==> config.mk <==
export PLATFORM = sky130hd
export DESIGN_NAME = ps2_ace_keyboard
export DESIGN_NICKNAME = d
export VERILOG_FILES = /design/src/rtl/ps2_ace_keyboard.sv
export SDC_FILE = /design/constraint.sdc
export NUM_CORES = 1
export LEC_CHECK = 0
export ABC_AREA = 1
export CORE_MARGIN = 5
export CORE_UTILIZATION = 51
export CTS_CLUSTER_DIAMETER = 60
export DETAILED_ROUTE_END_ITERATION = 10
export HOLD_SLACK_MARGIN = 0.12
export PLACE_DENSITY = 0.8
export SLEW_MARGIN = 40
export SYNTH_ARGS = -nofsm -noshare
export SYNTH_HDL_FRONTEND = slang
export SYNTH_SLANG_ARGS = --single-unit
==> constraint.sdc <==
create_clock -name clk -period 4.7 [get_ports clk]
set_input_delay 0.94 -clock clk [delete_from_list [all_inputs] [get_ports clk]]
set_output_delay 0.94 -clock clk [all_outputs]
set_load 0.05 [all_outputs]
==> src/rtl/ps2_ace_keyboard.sv <==
// ps2_ace_keyboard: PS/2 receiver + scan-code decoder driving the Jupiter Ace 8x5 key matrix.
// Rev 1.0 -- initial release.
`default_nettype none

module ps2_ace_keyboard #(
  parameter int FILTER_LEN     = 8,
  parameter int TIMEOUT_CYCLES = 13000
) (
  input  logic       clk,
  input  logic       reset,
  input  logic       ps2clk,
  input  logic       ps2data,
  input  logic [7:0] filas,
  output logic [4:0] columnas,
  output logic       key_strobe,
  output logic       frame_err
);

  localparam int FW = $clog2(FILTER_LEN + 1);
  localparam int TW = $clog2(TIMEOUT_CYCLES + 1);
  localparam logic [FW-1:0] FLT_MAX = FW'(FILTER_LEN - 1);
  localparam logic [TW-1:0] TO_MAX  = TW'(TIMEOUT_CYCLES - 1);

  typedef enum logic [1:0] {IDLE = 2'd0, EXT = 2'd1, BRK = 2'd2, EXTBRK = 2'd3} state_t;

  logic            clk_s1_q, clk_s2_q, dat_s1_q, dat_s2_q;
  logic [FW-1:0]   flt_cnt_q, flt_cnt_d;
  logic            filt_q, filt_d;
  logic [3:0]      bitcnt_q, bitcnt_d;
  logic [9:0]      shift_q, shift_d;
  logic [TW-1:0]   idle_q, idle_d;
  logic            rx_valid_q, rx_valid_d;
  logic [7:0]      rx_byte_q, rx_byte_d;
  logic            frame_err_q, frame_err_d;
  state_t          state_q, state_d;
  logic [39:0]     matrix_q, matrix_d;
  logic            shl_q, shl_d, shr_q, shr_d;
  logic            key_strobe_q, key_strobe_d;
  logic            fall;

  // Returns {valid, index} where index = row*5 + col; the two SHIFT codes are handled separately.
  function automatic logic [6:0] map_code(input logic [7:0] code, input logic ext);
    logic [6:0] m;
    m = 7'd0;
    if (ext) begin
      case (code)
        8'h5A: m = {1'b1, 6'd30};
        8'h14: m = {1'b1, 6'd1};
        default: m = 7'd0;
      endcase
    end else begin
      case (code)
        8'h14: m = {1'b1, 6'd1};  8'h1A: m = {1'b1, 6'd2};  8'h22: m = {1'b1, 6'd3};  8'h21: m = {1'b1, 6'd4};
        8'h1C: m = {1'b1, 6'd5};  8'h1B: m = {1'b1, 6'd6};  8'h23: m = {1'b1, 6'd7};  8'h2B: m = {1'b1, 6'd8};
        8'h34: m = {1'b1, 6'd9};  8'h15: m = {1'b1, 6'd10}; 8'h1D: m = {1'b1, 6'd11}; 8'h24: m = {1'b1, 6'd12};
        8'h2D: m = {1'b1, 6'd13}; 8'h2C: m = {1'b1, 6'd14}; 8'h16: m = {1'b1, 6'd15}; 8'h1E: m = {1'b1, 6'd16};
        8'h26: m = {1'b1, 6'd17}; 8'h25: m = {1'b1, 6'd18}; 8'h2E: m = {1'b1, 6'd19}; 8'h45: m = {1'b1, 6'd20};
        8'h46: m = {1'b1, 6'd21}; 8'h3E: m = {1'b1, 6'd22}; 8'h3D: m = {1'b1, 6'd23}; 8'h36: m = {1'b1, 6'd24};
        8'h4D: m = {1'b1, 6'd25}; 8'h44: m = {1'b1, 6'd26}; 8'h43: m = {1'b1, 6'd27}; 8'h3C: m = {1'b1, 6'd28};
        8'h35: m = {1'b1, 6'd29}; 8'h5A: m = {1'b1, 6'd30}; 8'h4B: m = {1'b1, 6'd31}; 8'h42: m = {1'b1, 6'd32};
        8'h3B: m = {1'b1, 6'd33}; 8'h33: m = {1'b1, 6'd34}; 8'h29: m = {1'b1, 6'd35}; 8'h3A: m = {1'b1, 6'd36};
        8'h31: m = {1'b1, 6'd37}; 8'h32: m = {1'b1, 6'd38}; 8'h2A: m = {1'b1, 6'd39};
        default: m = 7'd0;
      endcase
    end
    return m;
  endfunction

  always_ff @(posedge clk or posedge reset) begin
    if (reset) begin
      clk_s1_q     <= 1'b1;
      clk_s2_q     <= 1'b1;
      dat_s1_q     <= 1'b1;
      dat_s2_q     <= 1'b1;
      flt_cnt_q    <= '0;
      filt_q       <= 1'b1;
      bitcnt_q     <= 4'd0;
      shift_q      <= 10'd0;
      idle_q       <= '0;
      rx_valid_q   <= 1'b0;
      rx_byte_q    <= 8'd0;
      frame_err_q  <= 1'b0;
      state_q      <= IDLE;
      matrix_q     <= 40'd0;
      shl_q        <= 1'b0;
      shr_q        <= 1'b0;
      key_strobe_q <= 1'b0;
    end else begin
      clk_s1_q     <= ps2clk;
      clk_s2_q     <= clk_s1_q;
      dat_s1_q     <= ps2data;
      dat_s2_q     <= dat_s1_q;
      flt_cnt_q    <= flt_cnt_d;
      filt_q       <= filt_d;
      bitcnt_q     <= bitcnt_d;
      shift_q      <= shift_d;
      idle_q       <= idle_d;
      rx_valid_q   <= rx_valid_d;
      rx_byte_q    <= rx_byte_d;
      frame_err_q  <= frame_err_d;
      state_q      <= state_d;
      matrix_q     <= matrix_d;
      shl_q        <= shl_d;
      shr_q        <= shr_d;
      key_strobe_q <= key_strobe_d;
    end
  end

  // Glitch filter: the FILTER_LEN-th consecutive differing sample flips the level.
  always_comb begin
    flt_cnt_d = '0;
    filt_d    = filt_q;
    if (clk_s2_q != filt_q) begin
      if (flt_cnt_q == FLT_MAX) filt_d = clk_s2_q;
      else flt_cnt_d = flt_cnt_q + 1'b1;
    end
  end

  assign fall = filt_q & ~filt_d;

  // Bits 0..9 (start, data, parity) shift in from the top; the stop bit is checked live.
  always_comb begin
    bitcnt_d    = bitcnt_q;
    shift_d     = shift_q;
    idle_d      = idle_q;
    rx_valid_d  = 1'b0;
    rx_byte_d   = rx_byte_q;
    frame_err_d = 1'b0;
    if (fall) begin
      idle_d = '0;
      if (bitcnt_q == 4'd10) begin
        bitcnt_d = 4'd0;
        if (!shift_q[0] && (^shift_q[9:1]) && dat_s2_q) begin
          rx_valid_d = 1'b1;
          rx_byte_d  = shift_q[8:1];
        end else begin
          frame_err_d = 1'b1;
        end
      end else begin
        shift_d  = {dat_s2_q, shift_q[9:1]};
        bitcnt_d = bitcnt_q + 4'd1;
      end
    end else if (bitcnt_q != 4'd0) begin
      if (idle_q == TO_MAX) begin
        bitcnt_d = 4'd0;
        idle_d   = '0;
      end else begin
        idle_d = idle_q + 1'b1;
      end
    end
  end

  always_comb begin
    logic [6:0] m;
    logic       do_key, key_set, key_ext;
    state_d  = state_q;
    shl_d    = shl_q;
    shr_d    = shr_q;
    matrix_d = matrix_q;
    do_key   = 1'b0;
    key_set  = 1'b0;
    key_ext  = 1'b0;
    m        = 7'd0;
    if (rx_valid_q) begin
      if (rx_byte_q == 8'h00 || rx_byte_q == 8'hFF) begin
        state_d  = IDLE;
        shl_d    = 1'b0;
        shr_d    = 1'b0;
        matrix_d = 40'd0;
      end else begin
        case (state_q)
          IDLE: begin
            if (rx_byte_q == 8'hE0) state_d = EXT;
            else if (rx_byte_q == 8'hF0) state_d = BRK;
            else if (rx_byte_q != 8'hAA && rx_byte_q != 8'hFA &&
                     rx_byte_q != 8'hEE && rx_byte_q != 8'hFE) begin
              do_key  = 1'b1;
              key_set = 1'b1;
            end
          end
          EXT: begin
            if (rx_byte_q == 8'hF0) state_d = EXTBRK;
            else begin
              do_key  = 1'b1;
              key_set = 1'b1;
              key_ext = 1'b1;
              state_d = IDLE;
            end
          end
          BRK: begin
            do_key  = 1'b1;
            state_d = IDLE;
          end
          default: begin
            do_key  = 1'b1;
            key_ext = 1'b1;
            state_d = IDLE;
          end
        endcase
        if (do_key) begin
          if (!key_ext && rx_byte_q == 8'h12) shl_d = key_set;
          else if (!key_ext && rx_byte_q == 8'h59) shr_d = key_set;
          else begin
            m = map_code(rx_byte_q, key_ext);
            if (m[6]) matrix_d[m[5:0]] = key_set;
          end
        end
      end
    end
    // SHIFT is the OR of both physical shift keys.
    matrix_d[0]  = shl_d | shr_d;
    key_strobe_d = (matrix_d != matrix_q);
  end

  always_comb begin
    columnas = 5'h1F;
    for (int c = 0; c < 5; c++) begin
      for (int r = 0; r < 8; r++) begin
        if (!filas[r] && matrix_q[r*5 + c]) columnas[c] = 1'b0;
      end
    end
  end

  assign key_strobe = key_strobe_q;
  assign frame_err  = frame_err_q;

endmodule

`default_nettype wire

Word-level counts from Yosys, hierarchy flattened. Memory sizes are Yosys's and may differ from the RTL's. Cells that the tools add are included.

Equal/unequal tests: 19. Add/sub/neg operators: 3. Reductions and logical operators: 70. Muxes and demuxes: 101. Bitwise gates (word level): 4. Magnitude comparators: 2.

Operator list (count): 40-bit two-way mux (6); 1-bit two-way mux (68); 7-bit two-way mux (7); 1-bit logical AND (48); 14-bit two-way mux (3); 40-bit bitwise mux (1); 40-bit != test (1); 8-bit != test (second input constant) (4); 8-bit == test (second input constant) (3); 4-bit two-way mux (6); 8-bit by 5-bit == test with 1-bit output (second input constant) (2); 8-bit by 7-bit == test with 1-bit output (second input constant) (2); 14-bit by 1-bit adder with 14-bit output (second input constant) (1); 14-bit == test (second input constant) (1); 7-bit case mux with 2 select lines (1); 1-bit zero test (10); 9-bit XOR reduction (1); 4-bit by 1-bit adder with 4-bit output (second input constant) (2); 8-bit zero test (1); 2-bit two-way mux (4); 6-bit by 7-bit less-than comparator with 1-bit output (second input constant) (1); 1-bit demux with 6-bit select (1); 6-bit by 1-bit greater-or-equal comparator with 1-bit output (second input constant) (1); 1-bit case mux with 2 select lines (3); 17 further kinds (21).

ROM bits: 896. Output and inout port bits: 7. Memories kept: 1. Logic and storage cells: 217. Input bits: 12. Register bits: 92.

Memories: (no name shown) (depth 128, bits a word 7, rd ports 1, clocked after Yosys merged registers in 0, write ports 0, RTL line 52) `case (code)`.

Logic depth before layout (Yosys ltp). Gate-level depths: netlist of the first run.

Word-level depth: 25. Gate-level depth with buffers: 24. Gate-level depth less buffers: 24.

Worst setup path before layout of the first run. Ideal clock, no wire load.

Path type: input to output. Start point: input filas[0]. End point: output columnas[2]. Path buffers: 0. Setup slack: 148 ps. Data required time: 3760 ps. Arrival time: 3612 ps. Stages: 4. Cell sequence: o22ai_1 > a21oi_1 > o221ai_1 > a2111oi_0.

Word-level cells in the longest chain between the ends: 10.

RTL lines: start, declared (RTL line 13) `input logic [7:0] filas,`; 1-bit zero test (RTL line 219) `if (!filas[r] && matrix_q[r*5 + c]) columnas[c] = 1'b0;`; 1-bit logical AND (RTL line 219); 1-bit two-way mux (8 in a row) (RTL line 219); end, declared (RTL line 14) `output logic [4:0] columnas,`.

Every way passes these cells.

Worst setup path in the final report of the first run. Ends and elaborated chain as after synthesis.

==> metrics.log, run 1 <==
INFO  metric reg2reg_depth = 20
INFO  metric crit_fanout = 5
INFO  metric yosysSeqAreaShare = 34.80%
INFO  metric critical_path_depth = 6
INFO  metric worst_setup_hold_path_clk_slew = 0.06 ns
INFO  metric cts_inserted_buffers = 9
INFO  metric worstSkewPairLatency = 0.35 ns
INFO  metric global_route.overflow_total = 0
INFO  metric timing.critical_path.required = 3.76 ns
INFO  metric rows = 41
INFO  metric hold_path_depth = 0
INFO  metric gp_routability_congestion = 0.9914
INFO  metric post-synth-top-area-fraction = 32.82%
INFO  metric place_hpwl = 13.58 mm
INFO  metric finalCritPeriodShare = 89.18%
INFO  metric initialDrtViolationCount = 865
INFO  metric vias_per_std_cell = 5.709
INFO  metric endpoints_failing_setup = 0
INFO  metric grt_usage = 24.67%
INFO  metric design_power_total = 1943 uW
INFO  metric period_minus_slack = 4.191 ns
INFO  metric slew_headroom = 51.08%
INFO  metric synth_nets = 1026
INFO  metric detailedRoute.firstPassIterationCount = 7
INFO  metric routedWlPerCell = 15.57 microns
INFO  metric detailroute.via_count = 6754
INFO  metric remaining_drc_errors = 0
INFO  metric insertedDiodeCount = 0
INFO  metric cpLargestDelayFamily = buffers and inverters
INFO  metric critPathLaunchType = input port
INFO  metric arr_time_crit_path = 3.25 ns
INFO  metric area_growth_from_synthesis_to_final_layout = 9.093%
INFO  metric post_cts.resized_instances = 0
INFO  metric rsz_0062_raised_after_global_routing = no
INFO  metric asyncSetResetFlopFracSynth = 100.0%
INFO  metric setup.worst_path.class = in2out
INFO  metric power.ir.vdd_worst = 0.3997 mV
INFO  metric floorplan.die_area = 15390 sq um
INFO  metric tightest_slew = 0.7311 ns
INFO  metric maximum_number_of_pins_on_one_net_before_global_route_repair = 71
INFO  metric place_inst = 1167
INFO  metric setup_tns = 0 ns
INFO  metric initial_utilization = 52.35%
INFO  metric cp_common_cell = sky130_fd_sc_hd__clkdlybuf4s50_1
INFO  metric ctsHoldBuffers = 0
INFO  metric hold_class = reg2reg
INFO  metric core_area = 12670 sq um
INFO  metric leakage = 0.003403 uW
INFO  metric distinct_cells_synth = 48
INFO  metric yosys.area.top_type = sky130_fd_sc_hd__dfrtp_1
INFO  metric number_of_antenna_violations_at_the_first_check_in_global_routing = 0
INFO  metric htreeDepth = 3
INFO  metric final_layout_size_suffix_gt1_share = 6.627%
INFO  metric endpoints_failing_hold = 0
INFO  metric yosys_warnings = 0
INFO  metric fmaxAchievable = 0.2386 GHz
INFO  metric outcome = complete, no violations
INFO  metric endpoint_kind = output pin
INFO  metric die_width = 124.0 microns
INFO  metric antenna_left = 0
INFO  metric worst_clock_skew = 0.01164 ns
INFO  metric synth_ff_type = sky130_fd_sc_hd__dfrtp_1
INFO  metric post_synth_main_area_contributors = sky130_fd_sc_hd__dfrtp_1 (33%), sky130_fd_sc_hd__nand2_1 (14%), sky130_fd_sc_hd__nand3_1 (11%)
INFO  metric dieHeight = 124.0 microns
INFO  metric vias_in_the_first_global_route = 6095
INFO  metric tritoncts = done
INFO  metric synth_seq_cells = 92
INFO  metric synth.cell_area = 6633 sq um
INFO  metric num-nets-final = 1029
INFO  metric slowest_stage = sky130_fd_sc_hd__clkdlybuf4s50_1
INFO  metric tritoncts_num_sinks = 92
INFO  metric placement.io_buffers = 18
INFO  metric pwr_density_cell = 268.6 nW/um^2
INFO  metric worstPathCellList = clkdlybuf4s50_1, o22ai_1, a21oi_1, o221ai_1, a2111oi_0, clkdlybuf4s50_1
INFO  metric synthCells = 1003
INFO  metric maxCapViolations = 0
INFO  metric cts.path.max_buffers = 2
INFO  metric ctsRootBufferMaster = sky130_fd_sc_hd__clkbuf_16
INFO  metric grt_pass1_wl = 30.13 mm
INFO  metric synth_enable_flop_cells = 0
INFO  metric synth_area_per_cell = 6.613 sq um
INFO  metric post_cts_buffers = 0
INFO  metric buffers_and_inverters_on_the_worst_path = 2
INFO  metric top_level_ports = 19
INFO  metric slew_violations = 0
INFO  metric stdcell_count = 1183
INFO  metric critPathMaxStageDelay = 0.90 ns
INFO  metric routed_wl = 18.42 mm
-- worst paths after layout --
check                                    startpoint                       to  slack (ns)
setup / recovery                           filas[0]              columnas[2]        0.51
hold / removal                   clk_s1_q$_DFF_PP1_       clk_s2_q$_DFF_PP1_        0.36
setup reg to reg           rx_byte_q[0]$_DFFE_PP0P_     key_strobe$_DFF_PP0_        0.99
hold reg to reg                  clk_s1_q$_DFF_PP1_       clk_s2_q$_DFF_PP1_        0.36
max in group asynchronous                     reset   matrix_q[34]$_DFF_PP0_        2.87
min in group asynchronous                     reset  bitcnt_q[1]$_DFFE_PP0P_        1.05
-- layer usage --
| metal | wire length [microns] | up-vias | GRT usage (%) |
|---|---|---|---|
| li1 | - | 3338 | - |
| met1 | 8006 | 3054 | 33.22 |
| met2 | 8432 | 305 | 38.95 |
| met3 | 1281 | 57 | 4.405 |
| met4 | 695 | 0 | 10.81 |
| met5 | 0 | - | 0 |
-- Yosys cell counts (2+ instances only) --
cell and n:
sky130_fd_sc_hd__ha_1 11, sky130_fd_sc_hd__o21ai_0 75, sky130_fd_sc_hd__and2_1 2, sky130_fd_sc_hd__a21boi_0 2
sky130_fd_sc_hd__o21ai_1 7, sky130_fd_sc_hd__dfstp_2 5, sky130_fd_sc_hd__inv_2 7, sky130_fd_sc_hd__o22ai_1 16
sky130_fd_sc_hd__xnor2_1 7, sky130_fd_sc_hd__buf_2 9, sky130_fd_sc_hd__nor3_1 4, sky130_fd_sc_hd__nor2_1 115
sky130_fd_sc_hd__nand2_2 9, sky130_fd_sc_hd__a211oi_1 3, sky130_fd_sc_hd__nand3b_1 2, sky130_fd_sc_hd__clkbuf_1 17
sky130_fd_sc_hd__buf_4 4, sky130_fd_sc_hd__nor2_4 5, sky130_fd_sc_hd__dfrtp_1 87, sky130_fd_sc_hd__a21oi_1 19
sky130_fd_sc_hd__nand2_1 247, sky130_fd_sc_hd__nor2_2 8, sky130_fd_sc_hd__nand3_1 141, sky130_fd_sc_hd__nand4_1 46
sky130_fd_sc_hd__inv_1 117, sky130_fd_sc_hd__xor2_1 7, sky130_fd_sc_hd__nor4_1 8, sky130_fd_sc_hd__a31oi_1 2
sky130_fd_sc_hd__a32o_1 2
-- cells by family (layout without fill, tap and decap cells) --
| logic type | count (synthesis) | in the layout | share of synthesized area [%] |
|---|---|---|---|
| buffers and inverters | 156 | 164 | 9.338 |
| flip-flops | 92 | 92 | 34.80 |
| AND/OR/NAND/NOR | 591 | 591 | 39.92 |
| XOR/XNOR | 14 | 14 | 1.849 |
| adder cells (fa/ha/maj) | 11 | 11 | 2.075 |
| AO/OA/AOI/OAI | 139 | 139 | 12.02 |
-- state kept, by name (all words and copies together), names as in the netlist, 2 cells and up --
signal,cells
bitcnt_q,4
flt_cnt_q,4
idle_q,14
matrix_q,40
rx_byte_q,8
shift_q,10
state_q,2
-- area by class of cell --
cell class | instances | area [sq um]
well taps | 172 | 215.2
inverters | 124 | 470.5
fillers | 1256 | 5435
multi-input cells | 755 | 3719
repair buffers | 24 | 225.2
clock buffers | 11 | 252.7
clock inverters | 5 | 41.29
flip-flops and latches | 92 | 2312
-- report_power, final --
group | leakage, uW | internal, uW | switching, uW | total, uW
Sequential | 0.00125 | 862 | 59.3 | 921
Clock | 0.000144 | 394 | 318 | 712
Combinational | 0.00201 | 115 | 195 | 310
-- cell usage in the layout (no fill, tap or decap), types with 2 or more instances in the layout --
master and instances:
sky130_fd_sc_hd__nand3_1 141, sky130_fd_sc_hd__a21boi_0 2, sky130_fd_sc_hd__inv_6 3, sky130_fd_sc_hd__nand3b_1 2
sky130_fd_sc_hd__xnor2_1 7, sky130_fd_sc_hd__nor2_4 6, sky130_fd_sc_hd__clkdlybuf4s50_1 18, sky130_fd_sc_hd__o22ai_1 16
sky130_fd_sc_hd__a32o_1 2, sky130_fd_sc_hd__nor2_2 9, sky130_fd_sc_hd__nand4_1 46, sky130_fd_sc_hd__nor3_1 4
sky130_fd_sc_hd__clkbuf_8 2, sky130_fd_sc_hd__nor2_1 113, sky130_fd_sc_hd__a31oi_1 2, sky130_fd_sc_hd__a21oi_1 19
sky130_fd_sc_hd__ha_1 11, sky130_fd_sc_hd__inv_2 8, sky130_fd_sc_hd__dfrtp_1 86, sky130_fd_sc_hd__inv_1 115
sky130_fd_sc_hd__a211oi_1 3, sky130_fd_sc_hd__and2_1 2, sky130_fd_sc_hd__nand2_1 247, sky130_fd_sc_hd__buf_4 6
sky130_fd_sc_hd__dfstp_2 5, sky130_fd_sc_hd__o21ai_1 7, sky130_fd_sc_hd__clkbuf_16 9, sky130_fd_sc_hd__nor4_1 8
sky130_fd_sc_hd__o21ai_0 75, sky130_fd_sc_hd__xor2_1 7, sky130_fd_sc_hd__nand2_2 9
-- metrics by stage --
stage	hold slack, ns	instance area (sq um)	util (%)	worst slack [ns]
CTS	0.3568	7233	57.08	0.4973
global placement	0.3459	6934	54.73	0.5585
global route	0.3598	7236	57.10	0.3817
detailed placement	0.3470	6939	54.76	0.5281
finish	0.3558	7236	57.10	0.5086
floorplan	0.3452	6633	-	0.1478
Power figures use the tool's default switching activity.
==> run 2: changes to the inputs <==
--- a/config.mk
+++ b/config.mk
@@ -11,7 +11,7 @@
 export CTS_CLUSTER_DIAMETER = 60
 export DETAILED_ROUTE_END_ITERATION = 10
 export HOLD_SLACK_MARGIN = 0.12
-export PLACE_DENSITY = 0.8
+export PLACE_DENSITY = 0.83
 export SLEW_MARGIN = 40
 export SYNTH_ARGS = -nofsm -noshare
 export SYNTH_HDL_FRONTEND = slang
==> constraint.sdc (replaced) <==
create_clock -name clk -period 3.4 [get_ports clk]
set_input_delay 0.68 -clock clk [delete_from_list [all_inputs] [get_ports clk]]
set_output_delay 0.68 -clock clk [all_outputs]
set_load 0.05 [all_outputs]
==> run 2 against run 1 <==
  * Die area unchanged
  * First-iteration DRC count increased by 18%
  * Cell count increased by 1.7%
  * Hold slack improved by 0.0015 ns
  * Sequential share of layout area decreased by 1.1 points
  * Critical path depth increased by 14
  * Count of clock-buffer cells in the layout decreased by 1
  * Via count increased by 3.8%
  * Setup slack got worse by 0.24 ns
  * Clock power increased by 49%
  * Register-to-register slack got worse by 0.72 ns
  * Critical path type is now reg2reg
==> metrics.log, run 2 (same netlist as run 1, synthesis figures left out) <==
INFO  metric max_flop_register = matrix_q
INFO  metric final_common_cell = sky130_fd_sc_hd__nand2_1
INFO  metric largest_register_ffs = 40 (unchanged)
INFO  metric detailedRoute.firstPassIterationCount = 6 (-1)
INFO  metric critPathLaunchType = register
INFO  metric global_route.overflow_total = 0 (unchanged)
INFO  metric grt_pass1_wl = 30.91 mm (+2.6%)
INFO  metric routedWlPerCell = 15.74 microns (+1.1%)
INFO  metric pwr_density_cell = 369.6 nW/um^2 (+38%)
INFO  metric ctsRootBufferMaster = sky130_fd_sc_hd__clkbuf_16
INFO  metric initial_utilization = 52.35% (unchanged)
INFO  metric slowest_stage = sky130_fd_sc_hd__dfrtp_2
INFO  metric area_growth_from_synthesis_to_final_layout = 13.17%
INFO  metric rows = 41 (unchanged)
INFO  metric worst_clock_skew = 0.009164 ns (-0.002473 ns)
INFO  metric hold_path_depth = 0 (unchanged)
INFO  metric r2r_slack = 0.27 ns (-0.72 ns)
INFO  metric reg2reg_depth = 20 (unchanged)
INFO  metric endpoints_failing_hold = 0 (unchanged)
INFO  metric remaining_drc_errors = 0 (unchanged)
INFO  metric endpoints_failing_setup = 0 (unchanged)
INFO  metric endpoint_kind = register
INFO  metric num-nets-final = 1049 (+1.9%)
INFO  metric number_of_antenna_violations_at_the_first_check_in_global_routing = 0 (unchanged)
INFO  metric r2r-end = key_strobe$_DFF_PP0_
INFO  metric cp_common_cell = sky130_fd_sc_hd__nand2_1
INFO  metric vias_in_the_first_global_route = 6513 (+6.9%)
INFO  metric worstPathCellList = inv_1, ha_1, nand2_1, nor2_4, nand3_2, nand2_4, buf_6, nand2_2, o21bai_4, nand2_4, inv_2, nand2_1, o21ai_1, nand3_1, nand3_1, nand2_1, nor2_1, nand3_1, nor2_1, nand2_1
INFO  metric leakage = 0.003540 uW (+4.0%)
INFO  metric initialDrtViolationCount = 1018 (+18%)
INFO  metric critical_path.reg2reg.startpoint = rx_byte_q[1]$_DFFE_PP0P_
INFO  metric insertedDiodeCount = 0 (unchanged)
INFO  metric top_level_ports = 19 (unchanged)
INFO  metric slew_violations = 0 (unchanged)
INFO  metric outcome = complete, no violations
INFO  metric tritoncts = done
INFO  metric htreeDepth = 3 (unchanged)
INFO  metric floorplan.die_area = 15390 sq um (unchanged)
INFO  metric gp_routability_congestion = 1.079 (+8.8%)
INFO  metric grt_usage = 25.59% (+0.93 points)
INFO  metric biggestRegsByFlops = matrix_q: 40 flops, idle_q: 14 flops, shift_q: 10 flops
INFO  metric tightest_slew = 0.6666 ns (-0.06458 ns)
INFO  metric ctsHoldBuffers = 0 (unchanged)
INFO  metric arr_time_crit_path = 3.38 ns (+0.13 ns)
INFO  metric final_layout_size_suffix_gt1_share = 9.602% (+3.0 points)
INFO  metric setup.worst_path.class = reg2reg
INFO  metric vias_per_std_cell = 5.825 (+2.0%)
INFO  metric place_inst = 1180 (+1.1%)
INFO  metric antenna_left = 0 (unchanged)
INFO  metric timing.critical_path.required = 3.65 ns (-0.11 ns)
INFO  metric hold_start = clk_s1_q$_DFF_PP1_
INFO  metric core_area = 12670 sq um (unchanged)
INFO  metric power.ir.vdd_worst = 0.5150 mV (+29%)
INFO  metric die_width = 124.0 microns (unchanged)
INFO  metric worst_setup_hold_path_clk_slew = 0.07 ns (about the same)
INFO  metric cts_inserted_buffers = 9 (unchanged)
INFO  metric tritoncts_num_sinks = 92 (unchanged)
INFO  metric fmaxAchievable = 0.3196 GHz
INFO  metric maximum_number_of_pins_on_one_net_before_global_route_repair = 65 (-8.5%)
INFO  metric period_minus_slack = 3.129 ns
INFO  metric critPathMaxStageDelay = 0.45 ns (-0.45 ns)
INFO  metric worstSkewPairLatency = 0.36 ns (about the same)
INFO  metric dieHeight = 124.0 microns (unchanged)
INFO  metric maxCapViolations = 0 (unchanged)
INFO  metric finalHoldWorstSlack = 0.3573 ns (+0.001521 ns)
INFO  metric place_hpwl = 13.84 mm (+1.9%)
INFO  metric layout_common_cells = sky130_fd_sc_hd__nand2_1 (246), sky130_fd_sc_hd__nand3_1 (139), sky130_fd_sc_hd__inv_1 (114)
INFO  metric placement.io_buffers = 18 (unchanged)
INFO  metric hold_path_end = clk_s2_q$_DFF_PP1_
INFO  metric finalCritPeriodShare = 92.04%
INFO  metric slew_headroom = 55.40% (+4.3 points)
INFO  metric stdcell_count = 1203 (+1.7%)
INFO  metric crit_fanout = 15 (+10)
INFO  metric routed_wl = 18.93 mm (+2.8%)
INFO  metric hold_class = reg2reg
INFO  metric cts.path.max_buffers = 2 (unchanged)
INFO  metric detailroute.via_count = 7008 (+3.8%)
run 2: cell count changes in the layout (fill, tap and decap cells not counted), moves of 3 or more:
| cell | change |
|---|---|
| sky130_fd_sc_hd__buf_4 | +16 |
| sky130_fd_sc_hd__buf_12 | +7 |
| sky130_fd_sc_hd__clkdlybuf4s50_1 | -5 |
| sky130_fd_sc_hd__dfrtp_2 | +4 |
| sky130_fd_sc_hd__dfrtp_1 | -3 |
run 2: layout make-up:
class                           instances  area (sq um)
Clock inverter                          6         68.82
Clock buffer                           10         239.0
Multi-Input combinational cell        755          3745
Fill cell                            1181          5165
Timing Repair Buffer                   44         457.9
Inverter                              124         466.7
Tap cell                              172         215.2
Sequential cell                        92          2313
run 2: metrics by stage:
stage | TNS [ns] | utilization (%) | setup slack (ns) | power (uW) | instance area (sq um)
detailed placement | 0 | 56.09 | 0.2369 | 1728 | 7107
global placement | 0 | 56.09 | 0.3146 | 1708 | 7107
CTS | 0 | 58.52 | 0.1911 | 2791 | 7415
finish | 0 | 59.24 | 0.2707 | 2774 | 7506
global route | -0.02461 | 59.24 | -0.02461 | 2919 | 7506
floorplan | 0 | - | 0.03860 | 1603 | 6634
run 2: worst max-delay path by stage:
| stage | to | slack, ns | startpoint | cells after the start |
|---|---|---|---|---|
| 2_1_floorplan | columnas[2] | 0.04 | filas[0] | 4 |
| 5_1_grt | key_strobe$_DFF_PP0_ | -0.02 | rx_byte_q[1]$_DFFE_PP0P_ | 23 |
| 3_3_place_gp | key_strobe$_DFF_PP0_ | 0.31 | rx_byte_q[0]$_DFFE_PP0P_ | 22 |
| 4_1_cts | key_strobe$_DFF_PP0_ | 0.19 | rx_byte_q[0]$_DFFE_PP0P_ | 22 |
| 6_report | key_strobe$_DFF_PP0_ | 0.27 | rx_byte_q[1]$_DFFE_PP0P_ | 20 |
| 3_5_place_dp | key_strobe$_DFF_PP0_ | 0.24 | rx_byte_q[0]$_DFFE_PP0P_ | 22 |
run 2: critical path, delay by kind of cell (launching register included):
kind / cells / cell delay, ns
simple gates: 14 / 1.59
buf+inv: 3 / 0.40
compound gates: 2 / 0.38
fa+ha+maj: 1 / 0.19
flops: 1 / 0.45
run 2: metal layers:
metal / GRT usage [%] / wire length, microns
met2: 41.32 / 8745
met4: 9.856 / 630
met5: 0 / 0
met1: 32.81 / 7751
met3: 6.903 / 1803
run 2: where the power goes:
| part | total (uW) | internal, uW | switching [uW] |
|---|---|---|---|
| Sequential | 1270 | 1190 | 82.2 |
| Combinational | 443 | 166 | 276 |
| Clock | 1060 | 596 | 462 |
| Total | 2770 | 1950 | 821 |
run 2: repair_timing:
item | in CTS | in global routing
setup buffers | 0 | 7
resized for setup | 0 | 13
endpoints found under the setup margin | 0 | 1
==> run 3: changes to the inputs <==
--- a/config.mk
+++ b/config.mk
@@ -12,6 +12,7 @@
 export DETAILED_ROUTE_END_ITERATION = 10
 export HOLD_SLACK_MARGIN = 0.12
 export PLACE_DENSITY = 0.83
+export SETUP_SLACK_MARGIN = 0.3
 export SLEW_MARGIN = 40
 export SYNTH_ARGS = -nofsm -noshare
 export SYNTH_HDL_FRONTEND = slang
==> run 3 against run 2 <==
  * Clock power is 8% lower
  * Combinational power is 1% lower
  * Total power is 3.4% lower
  * Maximum frequency is 2.0% higher
  * Die area stayed put
  * Cell count is 1.3% higher
  * Design area is 4.9% higher
  * Highest routed layer unchanged
  * Sequential share of layout area is 1.4 points lower
==> metrics.log, run 3 (same netlist as run 1, synthesis figures left out) <==
INFO  metric setup.worst_path.class = reg2reg
INFO  metric power.switching = 817.2 uW (-0.41%)
INFO  metric vias_per_std_cell = 5.879 (+0.91%)
INFO  metric final_common_cell = sky130_fd_sc_hd__nand2_1
INFO  metric routed_wl = 19.62 mm (+3.7%)
INFO  metric arr_time_crit_path = 3.31 ns (-0.07 ns)
INFO  metric worst_setup_hold_path_clk_slew = 0.07 ns (about the same)
INFO  metric finalCritPeriodShare = 90.27% (-1.8 points)
INFO  metric placement.io_buffers = 18 (unchanged)
INFO  metric ctsRootBufferMaster = sky130_fd_sc_hd__clkbuf_16
INFO  metric remaining_drc_errors = 0 (unchanged)
INFO  metric biggestRegsByFlops = matrix_q: 40 flops, idle_q: 14 flops, shift_q: 10 flops
INFO  metric critPathLaunchType = register
INFO  metric cts_inserted_buffers = 9 (unchanged)
INFO  metric maxCapViolations = 0 (unchanged)
INFO  metric cts.path.max_buffers = 2 (unchanged)
INFO  metric floorplan.die_area = 15390 sq um (unchanged)
INFO  metric slew_headroom = 54.05% (-1.4 points)
INFO  metric dieHeight = 124.0 microns (unchanged)
INFO  metric power.ir.vdd_worst = 0.4577 mV (-11%)
INFO  metric fill_cells = 1080 (-8.6%)
INFO  metric cellInternalPower = 1863 uW (-4.6%)
INFO  metric core_area = 12670 sq um (unchanged)
INFO  metric place_hpwl = 13.53 mm (-2.2%)
INFO  metric power.share.combinational = 16.3% (+0.3 points)
INFO  metric ctsHoldBuffers = 0 (unchanged)
INFO  metric detailedRoute.firstPassIterationCount = 7 (+1)
INFO  metric sequential_power_share = 47.5% (+1.6 points)
INFO  metric number_of_antenna_violations_at_the_first_check_in_global_routing = 0 (unchanged)
INFO  metric finish.utilization = 62.12% (+2.9 points)
INFO  metric endpoint_kind = register
INFO  metric area_growth_from_synthesis_to_final_layout = 18.68%
INFO  metric antenna_left = 0 (unchanged)
INFO  metric fmaxAchievable = 0.3258 GHz (+2.0%)
INFO  metric final_layout_size_suffix_gt1_share = 15.76% (+6.2 points)
INFO  metric grt_usage = 24.88% (-0.72 points)
INFO  metric tightest_slew = 0.6868 ns (+0.02023 ns)
INFO  metric pwr_density_cell = 340.5 nW/um^2 (-7.9%)
INFO  metric num-nets-final = 1065 (+1.5%)
INFO  metric outcome = complete, no violations
INFO  metric tritoncts_num_sinks = 92 (unchanged)
INFO  metric largest_register_ffs = 40 (unchanged)
INFO  metric rows = 41 (unchanged)
INFO  metric endpoints_failing_hold = 0 (unchanged)
INFO  metric worstSkewPairLatency = 0.35 ns (about the same)
INFO  metric crit_fanout = 5 (-10)
INFO  metric routedWlPerCell = 16.10 microns (+2.3%)
INFO  metric gp_routability_congestion = 1.042 (-3.4%)
INFO  metric htreeDepth = 3 (unchanged)
INFO  metric global_route.overflow_total = 0 (unchanged)
INFO  metric endpoints_failing_setup = 0 (unchanged)
INFO  metric layout_common_cells = sky130_fd_sc_hd__nand2_1 (229), sky130_fd_sc_hd__nand3_1 (125), sky130_fd_sc_hd__inv_1 (112)
INFO  metric rsz_0062_raised_after_global_routing = no
INFO  metric leakage = 0.003674 uW (+3.8%)
INFO  metric grt_pass1_wl = 30.33 mm (-1.9%)
INFO  metric vias_in_the_first_global_route = 6325 (-2.9%)
INFO  metric slew_violations = 0 (unchanged)
INFO  metric max_flop_register = matrix_q
INFO  metric initial_utilization = 52.35% (unchanged)
INFO  metric maximum_number_of_pins_on_one_net_before_global_route_repair = 93 (+43%)
INFO  metric period_minus_slack = 3.069 ns (-0.06006 ns)
INFO  metric worst_clock_skew = 0.008255 ns (-0.0009087 ns)
INFO  metric top_level_ports = 19 (unchanged)
INFO  metric share_clk_of_total_power = 36.3% (-1.9 points)
INFO  metric setup_tns = 0 ns (unchanged)
INFO  metric die_width = 124.0 microns (unchanged)
INFO  metric insertedDiodeCount = 0 (unchanged)
INFO  metric sw_frac_of_total = 30.49% (+0.91 points)
INFO  metric hold_class = reg2reg
INFO  metric timing.critical_path.required = 3.64 ns (about the same)
INFO  metric initialDrtViolationCount = 1258 (+24%)
INFO  metric detailroute.via_count = 7166 (+2.3%)
INFO  metric tritoncts = done
-- run 3: cell count changes in the layout (fill, tap and decap cells not counted), moves of 4 or more --
cell                      before  now
sky130_fd_sc_hd__buf_4        22   36
sky130_fd_sc_hd__nand2_1     246  229
sky130_fd_sc_hd__nand2_2       9   24
sky130_fd_sc_hd__nand3_1     139  125
sky130_fd_sc_hd__nand3_2       3   15
sky130_fd_sc_hd__nor2_1      113  104
sky130_fd_sc_hd__nor2_4        6   12
sky130_fd_sc_hd__o21ai_0      75   71
-- run 3: metal layers --
metal | vias to the layer above | global-route usage (%) | wire, microns
met5 | - | 0 | 0
met4 | 0 | 10.20 | 829
met3 | 107 | 4.859 | 1946
met2 | 442 | 39.83 | 8895
met1 | 3203 | 33.08 | 7949
li1 | 3414 | - | -
-- run 3: path summary, 6_finish.rpt --
kind | cells after the start | from | endpoint | slack [ns]
min in group asynchronous | 3 | reset | bitcnt_q[3]$_DFFE_PP0P_ | 0.76
max in group asynchronous | 3 | reset | clk_s1_q$_DFF_PP1_ | 2.27
min | 0 | clk_s1_q$_DFF_PP1_ | clk_s2_q$_DFF_PP1_ | 0.36
min reg2reg | 0 | clk_s1_q$_DFF_PP1_ | clk_s2_q$_DFF_PP1_ | 0.36
max | 21 | rx_byte_q[0]$_DFFE_PP0P_ | key_strobe$_DFF_PP0_ | 0.33
max reg2reg | 21 | rx_byte_q[0]$_DFFE_PP0P_ | key_strobe$_DFF_PP0_ | 0.33
-- run 3: timing repair --
action                                  CTS  global route
gates resized for setup                   8            79
pin swaps                                 1            22
cloned                                    0             2
buffers inserted                          1            22
endpoints found under the setup margin    1             1
-- run 3: layout make-up --
| class | instances | area (sq um) | area share, % |
|---|---|---|---|
| Clock buffer | 9 | 225.2 | 2.861 |
| Clock inverter | 7 | 57.56 | 0.7312 |
| Inverter | 124 | 475.5 | 6.040 |
| Multi-Input combinational cell | 755 | 3983 | 50.60 |
| Sequential cell | 92 | 2316 | 29.42 |
| Tap cell | 172 | 215.2 | 2.734 |
| Timing Repair Buffer | 59 | 591.8 | 7.519 |
| Timing Repair inverter | 1 | 7.507 | 0.09537 |
-- run 3: power by group through the flow --
stage / combinational, uW / clock [uW] / sequential (uW)
finish: 437 / 972 / 1270
global route: 511 / 1030 / 1290
CTS: 439 / 988 / 1270
detailed placement: 437 / 0 / 1290
global placement: 425 / 0 / 1290
floorplan: 331 / 0 / 1270
-- run 3: worst max-delay path, stage by stage (launching register included) --
cell,delay [ns]
sky130_fd_sc_hd__dfrtp_2,0.45
sky130_fd_sc_hd__buf_4,0.15
sky130_fd_sc_hd__ha_1,0.22
sky130_fd_sc_hd__nand2_2,0.13
sky130_fd_sc_hd__nand2_1,0.08
sky130_fd_sc_hd__nand2_1,0.07
sky130_fd_sc_hd__nand2_1,0.06
sky130_fd_sc_hd__nand2_1,0.07
sky130_fd_sc_hd__nand3_1,0.09
sky130_fd_sc_hd__nand2_1,0.11
sky130_fd_sc_hd__nand2_2,0.09
sky130_fd_sc_hd__nor2_2,0.14
sky130_fd_sc_hd__nand2_1,0.13
sky130_fd_sc_hd__buf_4,0.19
sky130_fd_sc_hd__o21ai_1,0.18
sky130_fd_sc_hd__nand3_1,0.11
sky130_fd_sc_hd__nand3_1,0.08
sky130_fd_sc_hd__nand2_1,0.06
sky130_fd_sc_hd__nor2_1,0.18
sky130_fd_sc_hd__nand3_1,0.14
sky130_fd_sc_hd__nor2_2,0.15
sky130_fd_sc_hd__nand2_1,0.07
-- run 3: through the flow --
stage	setup WS [ns]	total power [uW]	std cells	instance area (sq um)	hold WS [ns]
2_1_floorplan	0.3275	1603	1003	6639	0.3452
3_3_place_gp	0.2451	1711	1178	7084	0.3463
3_5_place_dp	0.1731	1728	1178	7084	0.3473
4_1_cts	0.3276	2698	1195	7400	0.3557
5_1_grt	0.1998	2829	1219	7871	0.3603
6_report	0.3308	2680	1219	7871	0.3556
